==> src/rtl/cpu_pkg.sv <==
// cpu_pkg: shared constants for the ID/EX issue stage.
//   - ALU control encodings driven to the ALU.
//   - ALUOp codes produced by the main decoder.
//   - {funct7,funct3} patterns recognised for R-type operations.
//   - Bit positions inside the 4-bit control bundle.
//   - alu_decode(): ALUOp/funct to ALU control translation.
package cpu_pkg;

  localparam logic [2:0] ALU_AND = 3'b000;
  localparam logic [2:0] ALU_OR  = 3'b001;
  localparam logic [2:0] ALU_ADD = 3'b010;
  localparam logic [2:0] ALU_SUB = 3'b110;
  localparam logic [2:0] ALU_MUL = 3'b011;

  localparam logic [1:0] ALUOP_ADD   = 2'b00;
  localparam logic [1:0] ALUOP_SUB   = 2'b01;
  localparam logic [1:0] ALUOP_RTYPE = 2'b10;
  localparam logic [1:0] ALUOP_ITYPE = 2'b11;

  localparam logic [9:0] FUNCT_AND = 10'b0000000_111;
  localparam logic [9:0] FUNCT_OR  = 10'b0000000_110;
  localparam logic [9:0] FUNCT_ADD = 10'b0000000_000;
  localparam logic [9:0] FUNCT_SUB = 10'b0100000_000;
  localparam logic [9:0] FUNCT_MUL = 10'b0000001_000;

  // Control bundle layout: {RegWrite, MemRead, MemWrite, MemtoReg}
  localparam int CTRL_REGWRITE = 3;
  localparam int CTRL_MEMREAD  = 2;
  localparam int CTRL_MEMWRITE = 1;
  localparam int CTRL_MEMTOREG = 0;

  // Unrecognised R-type functs fall back to ADD rather than trapping.
  function automatic logic [2:0] alu_decode(input logic [1:0] aluop,
                                            input logic [9:0] funct);
    logic [2:0] ctl;
    ctl = ALU_ADD;
    case (aluop)
      ALUOP_SUB: ctl = ALU_SUB;
      ALUOP_RTYPE: begin
        case (funct)
          FUNCT_AND: ctl = ALU_AND;
          FUNCT_OR:  ctl = ALU_OR;
          FUNCT_ADD: ctl = ALU_ADD;
          FUNCT_SUB: ctl = ALU_SUB;
          FUNCT_MUL: ctl = ALU_MUL;
          default:   ctl = ALU_ADD;
        endcase
      end
      default: ctl = ALU_ADD;
    endcase
    return ctl;
  endfunction

endpackage

==> src/rtl/id_ex_issue_if.sv <==
// id_ex_issue_if: bundles every non-clock/reset signal of the ID/EX stage.
//   Pipeline control : stall_i, flush_i
//   ID side          : id_* decoded fields and register-file read data
//   Forward sources  : exm_* (EX/MEM), wb_* (MEM/WB)
//   EX side outputs  : hazard_o, valid_o, data1_o, data2_o, ALUCtrl_o,
//                      store_data_o, rd_o, ctrl_o
// Modports: master = surrounding pipeline (drives *_i), slave = the stage.
interface id_ex_issue_if #(
  parameter int DATA_W  = 32,
  parameter int RADDR_W = 5
);
  logic               stall_i;
  logic               flush_i;
  logic               id_valid_i;
  logic [DATA_W-1:0]  id_rs1_data_i;
  logic [DATA_W-1:0]  id_rs2_data_i;
  logic [DATA_W-1:0]  id_imm_i;
  logic [RADDR_W-1:0] id_rs1_i;
  logic [RADDR_W-1:0] id_rs2_i;
  logic [RADDR_W-1:0] id_rd_i;
  logic [9:0]         id_funct_i;
  logic [1:0]         id_aluop_i;
  logic               id_alusrc_i;
  logic [3:0]         id_ctrl_i;
  logic [RADDR_W-1:0] exm_rd_i;
  logic               exm_regwrite_i;
  logic [DATA_W-1:0]  exm_data_i;
  logic [RADDR_W-1:0] wb_rd_i;
  logic               wb_regwrite_i;
  logic [DATA_W-1:0]  wb_data_i;

  logic               hazard_o;
  logic               valid_o;
  logic [DATA_W-1:0]  data1_o;
  logic [DATA_W-1:0]  data2_o;
  logic [2:0]         ALUCtrl_o;
  logic [DATA_W-1:0]  store_data_o;
  logic [RADDR_W-1:0] rd_o;
  logic [3:0]         ctrl_o;

  modport master (
    output stall_i, flush_i, id_valid_i, id_rs1_data_i, id_rs2_data_i, id_imm_i,
           id_rs1_i, id_rs2_i, id_rd_i, id_funct_i, id_aluop_i, id_alusrc_i,
           id_ctrl_i, exm_rd_i, exm_regwrite_i, exm_data_i, wb_rd_i,
           wb_regwrite_i, wb_data_i,
    input  hazard_o, valid_o, data1_o, data2_o, ALUCtrl_o, store_data_o, rd_o,
           ctrl_o
  );

  modport slave (
    input  stall_i, flush_i, id_valid_i, id_rs1_data_i, id_rs2_data_i, id_imm_i,
           id_rs1_i, id_rs2_i, id_rd_i, id_funct_i, id_aluop_i, id_alusrc_i,
           id_ctrl_i, exm_rd_i, exm_regwrite_i, exm_data_i, wb_rd_i,
           wb_regwrite_i, wb_data_i,
    output hazard_o, valid_o, data1_o, data2_o, ALUCtrl_o, store_data_o, rd_o,
           ctrl_o
  );
endinterface

==> src/rtl/fwd_sel.sv <==
// fwd_sel: combinational 3:1 operand select for one ALU source.
//   rs           : source register address held in ID/EX
//   rf_data      : register-file value captured with the instruction
//   exm_*        : youngest in-flight result (EX/MEM)
//   wb_*         : older in-flight result (MEM/WB)
//   data         : selected operand
// The younger EX/MEM result is checked first so it wins on a dual match;
// x0 is hard-wired zero and is never forwarded.
module fwd_sel #(
  parameter int DATA_W  = 32,
  parameter int RADDR_W = 5
) (
  input  logic [RADDR_W-1:0] rs,
  input  logic [DATA_W-1:0]  rf_data,
  input  logic [RADDR_W-1:0] exm_rd,
  input  logic               exm_regwrite,
  input  logic [DATA_W-1:0]  exm_data,
  input  logic [RADDR_W-1:0] wb_rd,
  input  logic               wb_regwrite,
  input  logic [DATA_W-1:0]  wb_data,
  output logic [DATA_W-1:0]  data
);

  always_comb begin
    data = rf_data;
    if (exm_regwrite && (exm_rd != '0) && (exm_rd == rs)) begin
      data = exm_data;
    end else if (wb_regwrite && (wb_rd != '0) && (wb_rd == rs)) begin
      data = wb_data;
    end
  end

endmodule

==> src/rtl/id_ex_issue.sv <==
// id_ex_issue: ID/EX pipeline register feeding the ALU.
//   clk_i  : clock, all state on the rising edge
//   rst_i  : synchronous reset, active low
//   bus    : id_ex_issue_if.slave carrying pipeline control, ID fields,
//            forwarding sources and all EX-side outputs.
// Captures decoded ID fields (translating ALUOp/funct to ALU control at
// capture), forwards in-flight results into both operands, and detects
// load-use hazards, inserting a bubble while ID is held.
// Edge priority: reset > flush > stall > hazard bubble > load.
module id_ex_issue
  import cpu_pkg::*;
#(
  parameter int DATA_W  = 32,
  parameter int RADDR_W = 5
) (
  input  logic         clk_i,
  input  logic         rst_i,
  id_ex_issue_if.slave bus
);

  logic               valid_reg;
  logic [3:0]         ctrl_reg;
  logic [RADDR_W-1:0] rd_reg;
  logic [RADDR_W-1:0] rs_reg      [2];
  logic [DATA_W-1:0]  rs_data_reg [2];
  logic [DATA_W-1:0]  imm_reg;
  logic               alusrc_reg;
  logic [2:0]         aluctrl_reg;

  logic               hazard;
  logic [DATA_W-1:0]  fwd_data [2];

  // Load in EX whose destination is read by the instruction now in ID:
  // the loaded value is not available for forwarding until next cycle.
  assign hazard = valid_reg && ctrl_reg[CTRL_MEMREAD] && (rd_reg != '0) &&
                  bus.id_valid_i &&
                  ((rd_reg == bus.id_rs1_i) || (rd_reg == bus.id_rs2_i));

  always_ff @(posedge clk_i) begin
    if (!rst_i) begin
      valid_reg      <= 1'b0;
      ctrl_reg       <= '0;
      rd_reg         <= '0;
      rs_reg[0]      <= '0;
      rs_reg[1]      <= '0;
      rs_data_reg[0] <= '0;
      rs_data_reg[1] <= '0;
      imm_reg        <= '0;
      alusrc_reg     <= 1'b0;
      aluctrl_reg    <= ALU_AND;
    end else if (bus.flush_i || (!bus.stall_i && hazard)) begin
      // Bubble: only the fields that can cause side effects are cleared.
      valid_reg <= 1'b0;
      ctrl_reg  <= '0;
      rd_reg    <= '0;
    end else if (!bus.stall_i) begin
      valid_reg      <= bus.id_valid_i;
      ctrl_reg       <= bus.id_ctrl_i;
      rd_reg         <= bus.id_rd_i;
      rs_reg[0]      <= bus.id_rs1_i;
      rs_reg[1]      <= bus.id_rs2_i;
      rs_data_reg[0] <= bus.id_rs1_data_i;
      rs_data_reg[1] <= bus.id_rs2_data_i;
      imm_reg        <= bus.id_imm_i;
      alusrc_reg     <= bus.id_alusrc_i;
      aluctrl_reg    <= alu_decode(bus.id_aluop_i, bus.id_funct_i);
    end
  end

  genvar gi;
  generate
    for (gi = 0; gi < 2; gi++) begin : g_fwd
      fwd_sel #(
        .DATA_W (DATA_W),
        .RADDR_W(RADDR_W)
      ) u_fwd_sel (
        .rs          (rs_reg[gi]),
        .rf_data     (rs_data_reg[gi]),
        .exm_rd      (bus.exm_rd_i),
        .exm_regwrite(bus.exm_regwrite_i),
        .exm_data    (bus.exm_data_i),
        .wb_rd       (bus.wb_rd_i),
        .wb_regwrite (bus.wb_regwrite_i),
        .wb_data     (bus.wb_data_i),
        .data        (fwd_data[gi])
      );
    end
  endgenerate

  assign bus.hazard_o     = hazard;
  assign bus.valid_o      = valid_reg;
  assign bus.data1_o      = fwd_data[0];
  assign bus.data2_o      = alusrc_reg ? imm_reg : fwd_data[1];
  assign bus.store_data_o = fwd_data[1];
  assign bus.ALUCtrl_o    = aluctrl_reg;
  assign bus.rd_o         = rd_reg;
  // Bubbles must never write the register file or memory.
  assign bus.ctrl_o       = valid_reg ? ctrl_reg : 4'b0000;

endmodule

==> src/flat_wrapper.sv <==
// flat-port wrapper written by rule: the top's interface ports become plain ports
module id_ex_issue_flat import cpu_pkg::*;
#(
  parameter int DATA_W  = 32,
  parameter int RADDR_W = 5
)
  (clk_i, rst_i, bus_stall_i, bus_flush_i, bus_id_valid_i, bus_id_rs1_data_i, bus_id_rs2_data_i, bus_id_imm_i, bus_id_rs1_i, bus_id_rs2_i, bus_id_rd_i, bus_id_funct_i, bus_id_aluop_i, bus_id_alusrc_i, bus_id_ctrl_i, bus_exm_rd_i, bus_exm_regwrite_i, bus_exm_data_i, bus_wb_rd_i, bus_wb_regwrite_i, bus_wb_data_i, bus_hazard_o, bus_valid_o, bus_data1_o, bus_data2_o, bus_ALUCtrl_o, bus_store_data_o, bus_rd_o, bus_ctrl_o);
  id_ex_issue_if #(.DATA_W(DATA_W), .RADDR_W(RADDR_W)) bus_i ();
  input  logic clk_i;
  input  logic rst_i;
  input wire logic [$bits(bus_i.stall_i)-1:0] bus_stall_i;
  input wire logic [$bits(bus_i.flush_i)-1:0] bus_flush_i;
  input wire logic [$bits(bus_i.id_valid_i)-1:0] bus_id_valid_i;
  input wire logic [$bits(bus_i.id_rs1_data_i)-1:0] bus_id_rs1_data_i;
  input wire logic [$bits(bus_i.id_rs2_data_i)-1:0] bus_id_rs2_data_i;
  input wire logic [$bits(bus_i.id_imm_i)-1:0] bus_id_imm_i;
  input wire logic [$bits(bus_i.id_rs1_i)-1:0] bus_id_rs1_i;
  input wire logic [$bits(bus_i.id_rs2_i)-1:0] bus_id_rs2_i;
  input wire logic [$bits(bus_i.id_rd_i)-1:0] bus_id_rd_i;
  input wire logic [$bits(bus_i.id_funct_i)-1:0] bus_id_funct_i;
  input wire logic [$bits(bus_i.id_aluop_i)-1:0] bus_id_aluop_i;
  input wire logic [$bits(bus_i.id_alusrc_i)-1:0] bus_id_alusrc_i;
  input wire logic [$bits(bus_i.id_ctrl_i)-1:0] bus_id_ctrl_i;
  input wire logic [$bits(bus_i.exm_rd_i)-1:0] bus_exm_rd_i;
  input wire logic [$bits(bus_i.exm_regwrite_i)-1:0] bus_exm_regwrite_i;
  input wire logic [$bits(bus_i.exm_data_i)-1:0] bus_exm_data_i;
  input wire logic [$bits(bus_i.wb_rd_i)-1:0] bus_wb_rd_i;
  input wire logic [$bits(bus_i.wb_regwrite_i)-1:0] bus_wb_regwrite_i;
  input wire logic [$bits(bus_i.wb_data_i)-1:0] bus_wb_data_i;
  output wire logic [$bits(bus_i.hazard_o)-1:0] bus_hazard_o;
  output wire logic [$bits(bus_i.valid_o)-1:0] bus_valid_o;
  output wire logic [$bits(bus_i.data1_o)-1:0] bus_data1_o;
  output wire logic [$bits(bus_i.data2_o)-1:0] bus_data2_o;
  output wire logic [$bits(bus_i.ALUCtrl_o)-1:0] bus_ALUCtrl_o;
  output wire logic [$bits(bus_i.store_data_o)-1:0] bus_store_data_o;
  output wire logic [$bits(bus_i.rd_o)-1:0] bus_rd_o;
  output wire logic [$bits(bus_i.ctrl_o)-1:0] bus_ctrl_o;
  assign bus_i.stall_i = bus_stall_i;
  assign bus_i.flush_i = bus_flush_i;
  assign bus_i.id_valid_i = bus_id_valid_i;
  assign bus_i.id_rs1_data_i = bus_id_rs1_data_i;
  assign bus_i.id_rs2_data_i = bus_id_rs2_data_i;
  assign bus_i.id_imm_i = bus_id_imm_i;
  assign bus_i.id_rs1_i = bus_id_rs1_i;
  assign bus_i.id_rs2_i = bus_id_rs2_i;
  assign bus_i.id_rd_i = bus_id_rd_i;
  assign bus_i.id_funct_i = bus_id_funct_i;
  assign bus_i.id_aluop_i = bus_id_aluop_i;
  assign bus_i.id_alusrc_i = bus_id_alusrc_i;
  assign bus_i.id_ctrl_i = bus_id_ctrl_i;
  assign bus_i.exm_rd_i = bus_exm_rd_i;
  assign bus_i.exm_regwrite_i = bus_exm_regwrite_i;
  assign bus_i.exm_data_i = bus_exm_data_i;
  assign bus_i.wb_rd_i = bus_wb_rd_i;
  assign bus_i.wb_regwrite_i = bus_wb_regwrite_i;
  assign bus_i.wb_data_i = bus_wb_data_i;
  assign bus_hazard_o = bus_i.hazard_o;
  assign bus_valid_o = bus_i.valid_o;
  assign bus_data1_o = bus_i.data1_o;
  assign bus_data2_o = bus_i.data2_o;
  assign bus_ALUCtrl_o = bus_i.ALUCtrl_o;
  assign bus_store_data_o = bus_i.store_data_o;
  assign bus_rd_o = bus_i.rd_o;
  assign bus_ctrl_o = bus_i.ctrl_o;
  id_ex_issue #(.DATA_W(DATA_W), .RADDR_W(RADDR_W)) u_core (.clk_i(clk_i), .rst_i(rst_i), .bus(bus_i));
endmodule
==> config.mk <==
export PLATFORM = sky130hd
export DESIGN_NAME = id_ex_issue_flat
export DESIGN_NICKNAME = d
export VERILOG_FILES = /design/src/rtl/cpu_pkg.sv /design/src/rtl/id_ex_issue_if.sv /design/src/rtl/fwd_sel.sv /design/src/rtl/id_ex_issue.sv /design/src/flat_wrapper.sv
export SDC_FILE = /design/constraint.sdc
export NUM_CORES = 1
export LEC_CHECK = 0
export ABC_AREA = 1
export ABC_CLOCK_PERIOD_IN_PS = 4750
export BUFFER_PORTS_ARGS = -buffer_cell sky130_fd_sc_hd__buf_2
export CAP_MARGIN = 20
export CORE_UTILIZATION = 35
export DETAILED_ROUTE_END_ITERATION = 8
export HOLD_SLACK_MARGIN = 0.03
export PLACE_DENSITY = 0.71
export SKIP_CTS_REPAIR_TIMING = 1
export SYNTH_ARGS = -nofsm -noshare
export SYNTH_HDL_FRONTEND = slang
export SYNTH_SLANG_ARGS = --single-unit
export TNS_END_PERCENT = 50
==> constraint.sdc <==
create_clock -name clk_i -period 4.75 [get_ports clk_i]
set_input_delay 0.2375 -clock clk_i [delete_from_list [all_inputs] [get_ports clk_i]]
set_output_delay 0.2375 -clock clk_i [all_outputs]
set_load 0.03 [all_outputs]
==> results of run 1 <==
-- Yosys cell counts, types with 2 or more instances --
master / n
nand3_1: 171
and2_1: 32
edfxtp_1: 74
xnor2_1: 9
o21ai_0: 9
nand2_1: 294
mux2i_1: 10
buf_6: 16
inv_1: 220
o21ai_2: 27
xor2_1: 13
clkbuf_1: 15
dfxtp_1: 46
o21ai_1: 3
nor4_1: 2
nor2_1: 106
buf_2: 12
inv_2: 6
nand4_1: 2
buf_1: 3
nor3_1: 3
nand3_2: 2
ha_1: 2
buf_4: 8
-- per-stage QoR --
step	util, %	hold slack [ns]	power [mW]	setup WS (ns)
5_1_grt	47.08	0.05252	3.510	1.281
6_report	47.11	0.06089	3.366	1.540
3_5_place_dp	44.00	0.4713	2.006	1.979
4_1_cts	46.93	0.03943	3.400	1.490
3_3_place_gp	43.80	0.4623	1.996	1.695
2_1_floorplan	-	0.3747	1.713	1.350
-- worst paths after layout --
check / slack (ns) / cells past startpoint / end
worst min register to register: 0.48 / 2 / u_core.imm_reg[8]$_SDFFE_PN0P_
worst max register to register: 2.21 / 9 / u_core.rs_data_reg[0][24]$_SDFFCE_PN0P_
worst min-delay path: 0.06 / 3 / u_core.imm_reg[30]$_SDFFE_PN0P_
worst max-delay path: 1.54 / 11 / bus_data2_o[25]
-- area by class of cell --
cell class                 count  area share [%]
inverter                     227           8.498
tap                          275           3.432
antenna                        4         0.09983
timing repair buffer         328           17.22
clock buffer                  18           4.492
clock inverter                14           1.722
multi-input combinational    693           33.19
sequential                   120           31.35
-- power by group --
part | internal [mW] | total (mW) | switching, mW
Sequential | 1.18 | 1.21 | 0.0292
Combinational | 0.249 | 0.775 | 0.526
Clock | 0.830 | 1.38 | 0.553
Total | 2.26 | 3.37 | 1.11
-- logic make-up (layout without fill, tap and decap cells) --
kind of cell	after synthesis	count (layout)	share of synthesized area (%)
xor gates and xnor gates	22	22	2.508
DFF	120	120	40.91
adders and majority gates	2	2	0.3256
other	0	4	0
and+or+nand+nor	619	619	35.16
buffers and inverters	281	587	15.88
muxes	10	10	1.303
AOI/OAI and AO/OA	40	40	3.924
-- metal layers --
layer	vias to the layer above	part of all wire, %	global-route usage (%)
met4	6	3.4	11.41
met2	377	51	46.16
met1	3579	37	26.81
li1	3941	-	-
met3	51	8.7	5.848
met5	-	0.14	0
-- cells in the final DEF, fill, tap and decap left out, types with 2 or more instances in the layout --
cell,synthesis,final
buf_2,12,318
nand2_1,294,293
inv_1,220,220
nand3_1,171,171
nor2_1,106,106
edfxtp_1,74,74
dfxtp_1,46,46
and2_1,32,32
o21ai_2,27,27
clkbuf_16,0,18
xor2_1,13,13
mux2i_1,10,10
xnor2_1,9,9
o21ai_0,9,9
inv_2,6,6
inv_6,0,6
buf_4,8,6
diode_2,0,4
inv_8,0,4
nor3_1,3,3
o21ai_1,3,3
nor4_1,2,2
nand3_2,2,2
nand4_1,2,2
nand2_4,1,2
ha_1,2,2
bufinv_16,0,2
buf_16,0,2
-- worst reg2reg max path: cells and delay by family, from the launching register on --
kind | cells | cell delay [ns]
AND/OR/NAND/NOR | 8 | 1.45
flip-flops | 1 | 0.44
buffers and inverters | 1 | 0.30
==> impl_metrics.tcl, run 1 <==
set metrics [dict create \
    status "finished, final reports clean" \
    ir_worst_vdd_mv 0.2299 \
    crit_required_ns 4.51 \
    overflow 0 \
    clockBufferDepth 2 \
    vias_per_cell 4.737 \
    cp.arrival_ns 2.97 \
    synth_edf_count 74 \
    fin_skew_ns 0.009819 \
    drt_iter0_drc 412 \
    power_density_mw_per_mm2 335.6 \
    synth.yosys.seq_area_share_pct 40.91 \
    hpwl_um 21650 \
    max_stage_delay_ns 0.49 \
    cts-root-buf "clkbuf_16" \
    core_mm2 0.02129 \
    clkTransAtPathRegs_ns 0.07 \
    wl_per_cell_um 16.84 \
    stdcell_area_mm2 0.01003 \
    yosysUniqueCellTypes 33 \
    crit_buf_inv 3 \
    initial_utilization_pct 36.10 \
    yosysTopAreaCell "edfxtp_1" \
    cp_slowest_cell "nand2_1" \
    area_growth_syn_to_layout_pct 30.50 \
    crit_start "u_core.rs_reg[0][7]$_SDFFCE_PN0P_" \
    synth_area_leaders "edfxtp_1, nand2_1, dfxtp_1" \
    drive_gt1_share_pct 28.79 \
    worstMarginPinSlew_ns 0.8845 \
    tns_ns 0 \
    die-area_mm2 0.02255 \
    placed_cells 1642 \
    clock.fmax_mhz 311.5 \
    drtPass1Iterations 4 \
    via_count 7954 \
    postRouteAntennaNets 0 \
    syn_avg_cell_area_um2 7.023 \
    crit_fanout 33 \
    hp-class "in -> reg" \
    path_class "reg -> out" \
    postPlaceCellArea_mm2 0.009366 \
    max_cap_viol_count 0 \
    cts_buffers 17 \
    antenna_found_initial 7 \
    finalNetCount 1598 \
    slew_viol_final 0 \
    yosys.area.top_type_share_pct 28.92 \
    end_kind "primary output" \
    timing.rr.start "u_core.bus.rd_o[0]$_SDFFE_PP0N_" \
    rsz0062_at_grt "no" \
    critPathTopFamily "simple AND/OR/NAND/NOR gates" \
    largest_reg_flops 64 \
    clk_latency_ns 0.42 \
    ioPinCount 319 \
    cts.sinks 120 \
    synth_area_mm2 0.007684 \
    async_reset_ff_share_pct 0 \
    gr-usage-all-layers_pct 24.99 \
    cp-start-kind "register" \
    fillers 2201 \
    ctsHtreeMaxLevel 4 \
    drt_wl_total_um 28280 \
    period_share_pct 67.58 \
    rows 53 \
    path_cells "xnor2_1 > nand3_1 > nor2_4 > buf_4 > nand2_1 > buf_8 > nand2_1 > nand3_1 > nand3_1 > nand2_1 > buf_2" \
    register_area_mm2 0.003143 \
    multi_input_area_mm2 0.003328 \
    grt_pass1_wl_um 41090 \
    syn_nets 1305 \
    hold_viol 0 \
    synth_seq_cells 120 \
    finalSetupViolCount 0 \
    fin_crit_ns 3.210 \
    yosysWarningCount 0 \
    tritoncts "done" \
    drc 0 \
    io_buffers 318 \
    final-instance-count-excl-fill 1679 \
    synth_cells 1094 \
    gp_congestion 0.9108 \
    first_global_vias 7408 \
    die_h_um 150.2 \
    die_x_um 150.2 \
    grt_max_degree 76 \
    relSlewSlack_pct 41.04 \
    power.leakage_nw 5.650 \
    hold_start "bus_id_imm_i[30]" \
    synth_flop_cell "edfxtp_1" \
]
Note: power is estimated with default switching activity, not from simulation.
==> run 2: changes to the inputs <==
--- a/config.mk
+++ b/config.mk
@@ -6,13 +6,13 @@
 export NUM_CORES = 1
 export LEC_CHECK = 0
 export ABC_AREA = 1
-export ABC_CLOCK_PERIOD_IN_PS = 4750
+export ABC_CLOCK_PERIOD_IN_PS = 2900
 export BUFFER_PORTS_ARGS = -buffer_cell sky130_fd_sc_hd__buf_2
 export CAP_MARGIN = 20
 export CORE_UTILIZATION = 35
 export DETAILED_ROUTE_END_ITERATION = 8
 export HOLD_SLACK_MARGIN = 0.03
-export PLACE_DENSITY = 0.71
+export PLACE_DENSITY = 0.74
 export SKIP_CTS_REPAIR_TIMING = 1
 export SYNTH_ARGS = -nofsm -noshare
 export SYNTH_HDL_FRONTEND = slang
==> constraint.sdc (replaced) <==
create_clock -name clk_i -period 2.9 [get_ports clk_i]
set_input_delay 0.145 -clock clk_i [delete_from_list [all_inputs] [get_ports clk_i]]
set_output_delay 0.145 -clock clk_i [all_outputs]
set_load 0.03 [all_outputs]
==> impl_metrics.tcl, run 2 (synthesized netlist as in run 1, its figures left out) <==
set metrics [dict create \
    ir_worst_vdd_mv 0.3877 \
    die_h_um 150.2 \
    drt_wl_total_um 28790 \
    hp-class "in -> reg" \
    largest_reg_flops 64 \
    slew_viol_final 0 \
    gp_congestion 0.9229 \
    r2r-end "u_core.rs_data_reg[0][45]$_SDFFCE_PN0P_" \
    postRouteAntennaNets 0 \
    cp-start-kind "register" \
    die_x_um 150.2 \
    multi_input_area_mm2 0.003328 \
    finalSetupViolCount 0 \
    cp_slowest_cell "inv_2" \
    crit_fanout 32 \
    worstMarginPinSlew_ns 0.8613 \
    final_common_cell "buf_2" \
    setup_ws_ns 0.2403 \
    timing.rr.start "u_core.bus.rd_o[0]$_SDFFE_PP0N_" \
    core_mm2 0.02129 \
    ff2ff_path_depth 10 \
    io_buffers 318 \
    rsz0062_at_grt "no" \
    power.leakage_nw 5.828 \
    overflow 0 \
    clk_latency_ns 0.42 \
    fin_crit_ns 2.660 \
    tns_ns 0 \
    holdPathEnd "u_core.rs_data_reg[0][50]$_SDFFCE_PN0P_" \
    layout_common_cells "buf_2, nand2_1, inv_1, nand3_1, nor2_1" \
    top_usage_layer "met2" \
    power_density_mw_per_mm2 515.4 \
    worst_path_most_repeated_cell "nand2_1" \
    drtPass1Iterations 5 \
    sw_frac_of_total_pct 34.66 \
    antenna_found_initial 10 \
    gr-usage-met2_pct 47.85 \
    grt_max_degree 111 \
    critPathTopFamily "simple AND/OR/NAND/NOR gates" \
    hold_depth 3 \
    rows 53 \
    path_cells "xnor2_1 > nand2_1 > nor3_2 > nand2_1 > inv_2 > nand2_1 > nand3_1 > nand2_1 > buf_2" \
    r2r_setup_slack_ns 0.78 \
    ctsHtreeMaxLevel 4 \
    max_cap_viol_count 0 \
    grt_pass1_wl_um 41700 \
    max_stage_delay_ns 0.47 \
    drc 0 \
    wl_per_cell_um 16.62 \
    worst_hold_slack_ns 0.01198 \
    use_met3_pct 7.394 \
    cts_buffers 17 \
    hold_start "bus_id_rs2_data_i[18]" \
    fillers 2130 \
    gr-usage-all-layers_pct 25.21 \
    area_growth_syn_to_layout_pct 36.26 \
    initial_utilization_pct 36.10 \
    crit_buf_inv 2 \
    via_count 8172 \
    pwr-share-comb_pct 24.6 \
    power_frac_seq_pct 36.6 \
    crit_required_ns 2.76 \
    drt_iter0_drc 388 \
    fin_skew_ns 0.01045 \
    period_share_pct 91.72 \
    hold_viol 0 \
    total_power_mw 5.396 \
    cts-root-buf "clkbuf_16" \
    end_kind "primary output" \
    first_global_vias 7670 \
    tritoncts "done" \
    register_area_mm2 0.003143 \
    cp.arrival_ns 2.51 \
    finalNetCount 1651 \
    place_worst_setup_slack_ns 0.7029 \
    grtUsageMet1_pct 25.93 \
    ioPinCount 319 \
    switchingPower_mw 1.870 \
    clockBufferDepth 2 \
    hpwl_um 21490 \
    clkTransAtPathRegs_ns 0.07 \
    drive_gt1_share_pct 27.80 \
    clock.fmax_mhz 376.0 \
    path_class "reg -> out" \
    cts.sinks 120 \
    status "finished, final reports clean" \
    clockPowerShare_pct 38.8 \
    relSlewSlack_pct 42.58 \
    vias_per_cell 4.718 \
    die-area_mm2 0.02255 \
    p_int_mw 3.526 \
]
[run 2: power by group through the flow]
| stage | registers, mW | logic (mW) | clock network, mW |
|---|---|---|---|
| after global placement | 2.01 | 1.26 | 0 |
| after floorplan | 2.01 | 0.794 | 0 |
| final | 1.98 | 1.33 | 2.09 |
| after CTS | 1.98 | 1.28 | 2.14 |
| after detailed placement | 2.01 | 1.27 | 0 |
| after global routing | 1.99 | 1.44 | 2.21 |
[run 2: per-layer routing]
layer / share of wire [%] / wire [um] / vias up
li1: - / - / 4044
met1: 37 / 10510 / 3713
met2: 53 / 15230 / 361
met3: 8.0 / 2299 / 44
met4: 2.4 / 684 / 10
met5: 0.21 / 61 / -
[run 2: worst reg2reg max path: stages, from the launching register on]
cell      delay (ns)
dfxtp_1         0.45
nand2_1         0.08
clkinv_1        0.05
nor2_1          0.03
nor2_1          0.14
nand3_2         0.09
nand2_2         0.14
nand2_4         0.09
nand4_4         0.08
buf_12          0.43
nor2_1          0.25
[run 2: worst max-delay path by stage]
stage / start / end / slack, ns / cells past startpoint
4_1_cts: u_core.rs_reg[0][6]$_SDFFCE_PN0P_ / bus_data2_o[31] / 0.23 / 9
2_1_floorplan: u_core.bus.valid_o$_SDFFE_PP0N_ / u_core.rs_data_reg[0][0]$_SDFFCE_PN0P_ / 0.24 / 8
3_5_place_dp: u_core.rs_reg[0][6]$_SDFFCE_PN0P_ / bus_data2_o[31] / 0.70 / 9
3_3_place_gp: u_core.rs_reg[0][5]$_SDFFCE_PN0P_ / bus_data2_o[31] / 0.71 / 9
5_1_grt: u_core.rs_reg[0][6]$_SDFFCE_PN0P_ / bus_data2_o[30] / 0.09 / 9
6_report: u_core.rs_reg[0][6]$_SDFFCE_PN0P_ / bus_data2_o[30] / 0.24 / 9
[run 2: final cells by class]
cell class              instances  area share, %
diodes                          4        0.09560
clock buffers                  17          4.063
clock inverters                15          1.410
inverters                     227          8.138
multi-input cells             693          31.79
flip-flops and latches        120          30.02
well taps                     275          3.286
repair buffers                381          21.20
[run 2: stage by stage]
step,cells,util [%],instance area (um2)
detailed placement,1644,44.00,9366
floorplan,1094,-,7686
CTS,1676,46.69,9940
global route,1729,49.15,10460
global placement,1644,44.00,9366
finish,1732,49.19,10470
==> run 3: changes to the inputs <==
--- a/config.mk
+++ b/config.mk
@@ -13,6 +13,7 @@
 export DETAILED_ROUTE_END_ITERATION = 8
 export HOLD_SLACK_MARGIN = 0.03
 export PLACE_DENSITY = 0.74
+export REMOVE_ABC_BUFFERS = 1
 export SKIP_CTS_REPAIR_TIMING = 1
 export SYNTH_ARGS = -nofsm -noshare
 export SYNTH_HDL_FRONTEND = slang
==> impl_metrics.tcl, run 3 (synthesized netlist as in run 1, its figures left out) <==
set metrics [dict create \
    status "finished, final reports clean" \
    grt_max_degree 43 \
    postPlaceCellArea_mm2 0.009448 \
    stdcell_area_mm2 0.01050 \
    drc 0 \
    cp-start-kind "register" \
    tritoncts "done" \
    final_common_cell "buf_2" \
    clock.fmax_mhz 377.7 \
    finalNetCount 1653 \
    die-area_mm2 0.02255 \
    slew_viol_final 0 \
    antennaDiodeCount 0 \
    hpwl_um 18410 \
    largest_reg_flops 64 \
    max_cap_viol_count 0 \
    die_h_um 150.2 \
    ir_worst_vdd_mv 0.3615 \
    crit_fanout 19 \
    core_mm2 0.02129 \
    drt_wl_total_um 26710 \
    io_buffers 318 \
    r2r_setup_slack_ns 0.85 \
    grt_pass1_wl_um 38610 \
    fin_skew_ns 0.01207 \
    ioPinCount 319 \
    finalSetupViolCount 0 \
    place_worst_setup_slack_ns 0.7020 \
    rows 53 \
    clkTransAtPathRegs_ns 0.06 \
    ff2ff_path_depth 9 \
    holdPathEnd "u_core.imm_reg[0]$_SDFFE_PN0P_" \
    hold_viol 0 \
    layout_common_cells "buf_2, nand2_1, inv_1, nand3_1, nor2_1" \
    power.leakage_nw 5.841 \
    clockBufferDepth 2 \
    die_x_um 150.2 \
    crit_start "u_core.rs_reg[0][1]$_SDFFCE_PN0P_" \
    initial_utilization_pct 36.10 \
    clk_latency_ns 0.41 \
    end_kind "primary output" \
    postRouteAntennaNets 0 \
    rsz0062_at_grt "no" \
    period_share_pct 91.29 \
    cts-root-buf "clkbuf_16" \
    cp.arrival_ns 2.50 \
    drtPass1Iterations 5 \
    drive_gt1_share_pct 28.52 \
    overflow 0 \
    drt_iter0_drc 405 \
    crit_required_ns 2.76 \
    gr-usage-all-layers_pct 22.88 \
    gp_congestion 0.8554 \
    hold_depth 3 \
    area_growth_syn_to_layout_pct 36.64 \
    r2r-end "u_core.rs_data_reg[0][31]$_SDFFCE_PN0P_" \
    final_core_util_pct 49.32 \
    hp-class "in -> reg" \
    timing.rr.start "u_core.bus.rd_o[0]$_SDFFE_PP0N_" \
    fin_crit_ns 2.647 \
    wl_per_cell_um 15.44 \
    vias_per_cell 4.709 \
    setup_ws_ns 0.2526 \
    relSlewSlack_pct 46.41 \
    cts_buffers 17 \
    antenna_found_initial 0 \
    worstMarginPinSlew_ns 0.8011 \
    first_global_vias 7702 \
    via_count 8146 \
    path_class "reg -> out" \
    hold_start "bus_id_imm_i[0]" \
    power_density_mw_per_mm2 513.9 \
    cts.sinks 120 \
    ctsHtreeMaxLevel 4 \
]
[run 3: changes by cell type in the layout (fill, tap and decap cells not counted), sizes merged, moves of 4 or more]
cell	before	now
clkinv	3	7
clkinvlp	1	5
dlygate4sd3	52	47
buf	329	336
inv	238	227
diode	4	0
[run 3: worst max path at each step]
stage,cells past startpoint,slack (ns),end
after CTS,10,0.25,bus_data1_o[26]
final,8,0.25,bus_data1_o[8]
after detailed placement,10,0.70,bus_data1_o[26]
after floorplan,7,-0.50,u_core.rs_data_reg[0][0]$_SDFFCE_PN0P_
after global placement,8,0.75,bus_data1_o[31]
after global routing,10,0.07,bus_data1_o[27]
[run 3: cell type report]
cell class / count / area, um2
Timing Repair Buffer: 383 / 2235
Sequential cell: 120 / 3144
Multi-Input combinational cell: 693 / 3343
Tap cell: 275 / 344.1
Clock inverter: 14 / 151.4
Clock buffer: 18 / 429.2
Fill cell: 2048 / 10790
Inverter: 227 / 852.1
[run 3: stage by stage]
stage	std cells	total power, mW	setup TNS (ns)	hold WS (ns)
after CTS	1683	5.374	0	-0.04944
after global placement	1651	3.249	0	0.3871
after detailed placement	1651	3.269	0	0.3903
after global routing	1730	5.625	0	0.03019
final	1730	5.396	0	0.01413
after floorplan	1040	2.765	-36.78	0.2833
[run 3: power by group]
part | switching, mW | internal [mW] | total [mW]
Combinational | 0.861 | 0.450 | 1.31
Clock | 0.839 | 1.27 | 2.11
Sequential | 0.0466 | 1.93 | 1.98
Total | 1.75 | 3.65 | 5.40
[run 3: critical path: stages (launching register included)]
cell	delay (ns)
edfxtp_1	0.42
xor2_1	0.17
nor4_1	0.33
nand2_2	0.11
inv_2	0.36
buf_4	0.32
nand2_1	0.09
nand2_1	0.09
buf_2	0.20
[run 3: metal layers]
metal	up-vias	part of all wire [%]	GRT usage, %
met1	3717	39	26.48
met3	25	9.1	5.788
met5	-	0	0
met2	367	50	41.37
li1	4037	-	-
met4	0	1.4	6.515
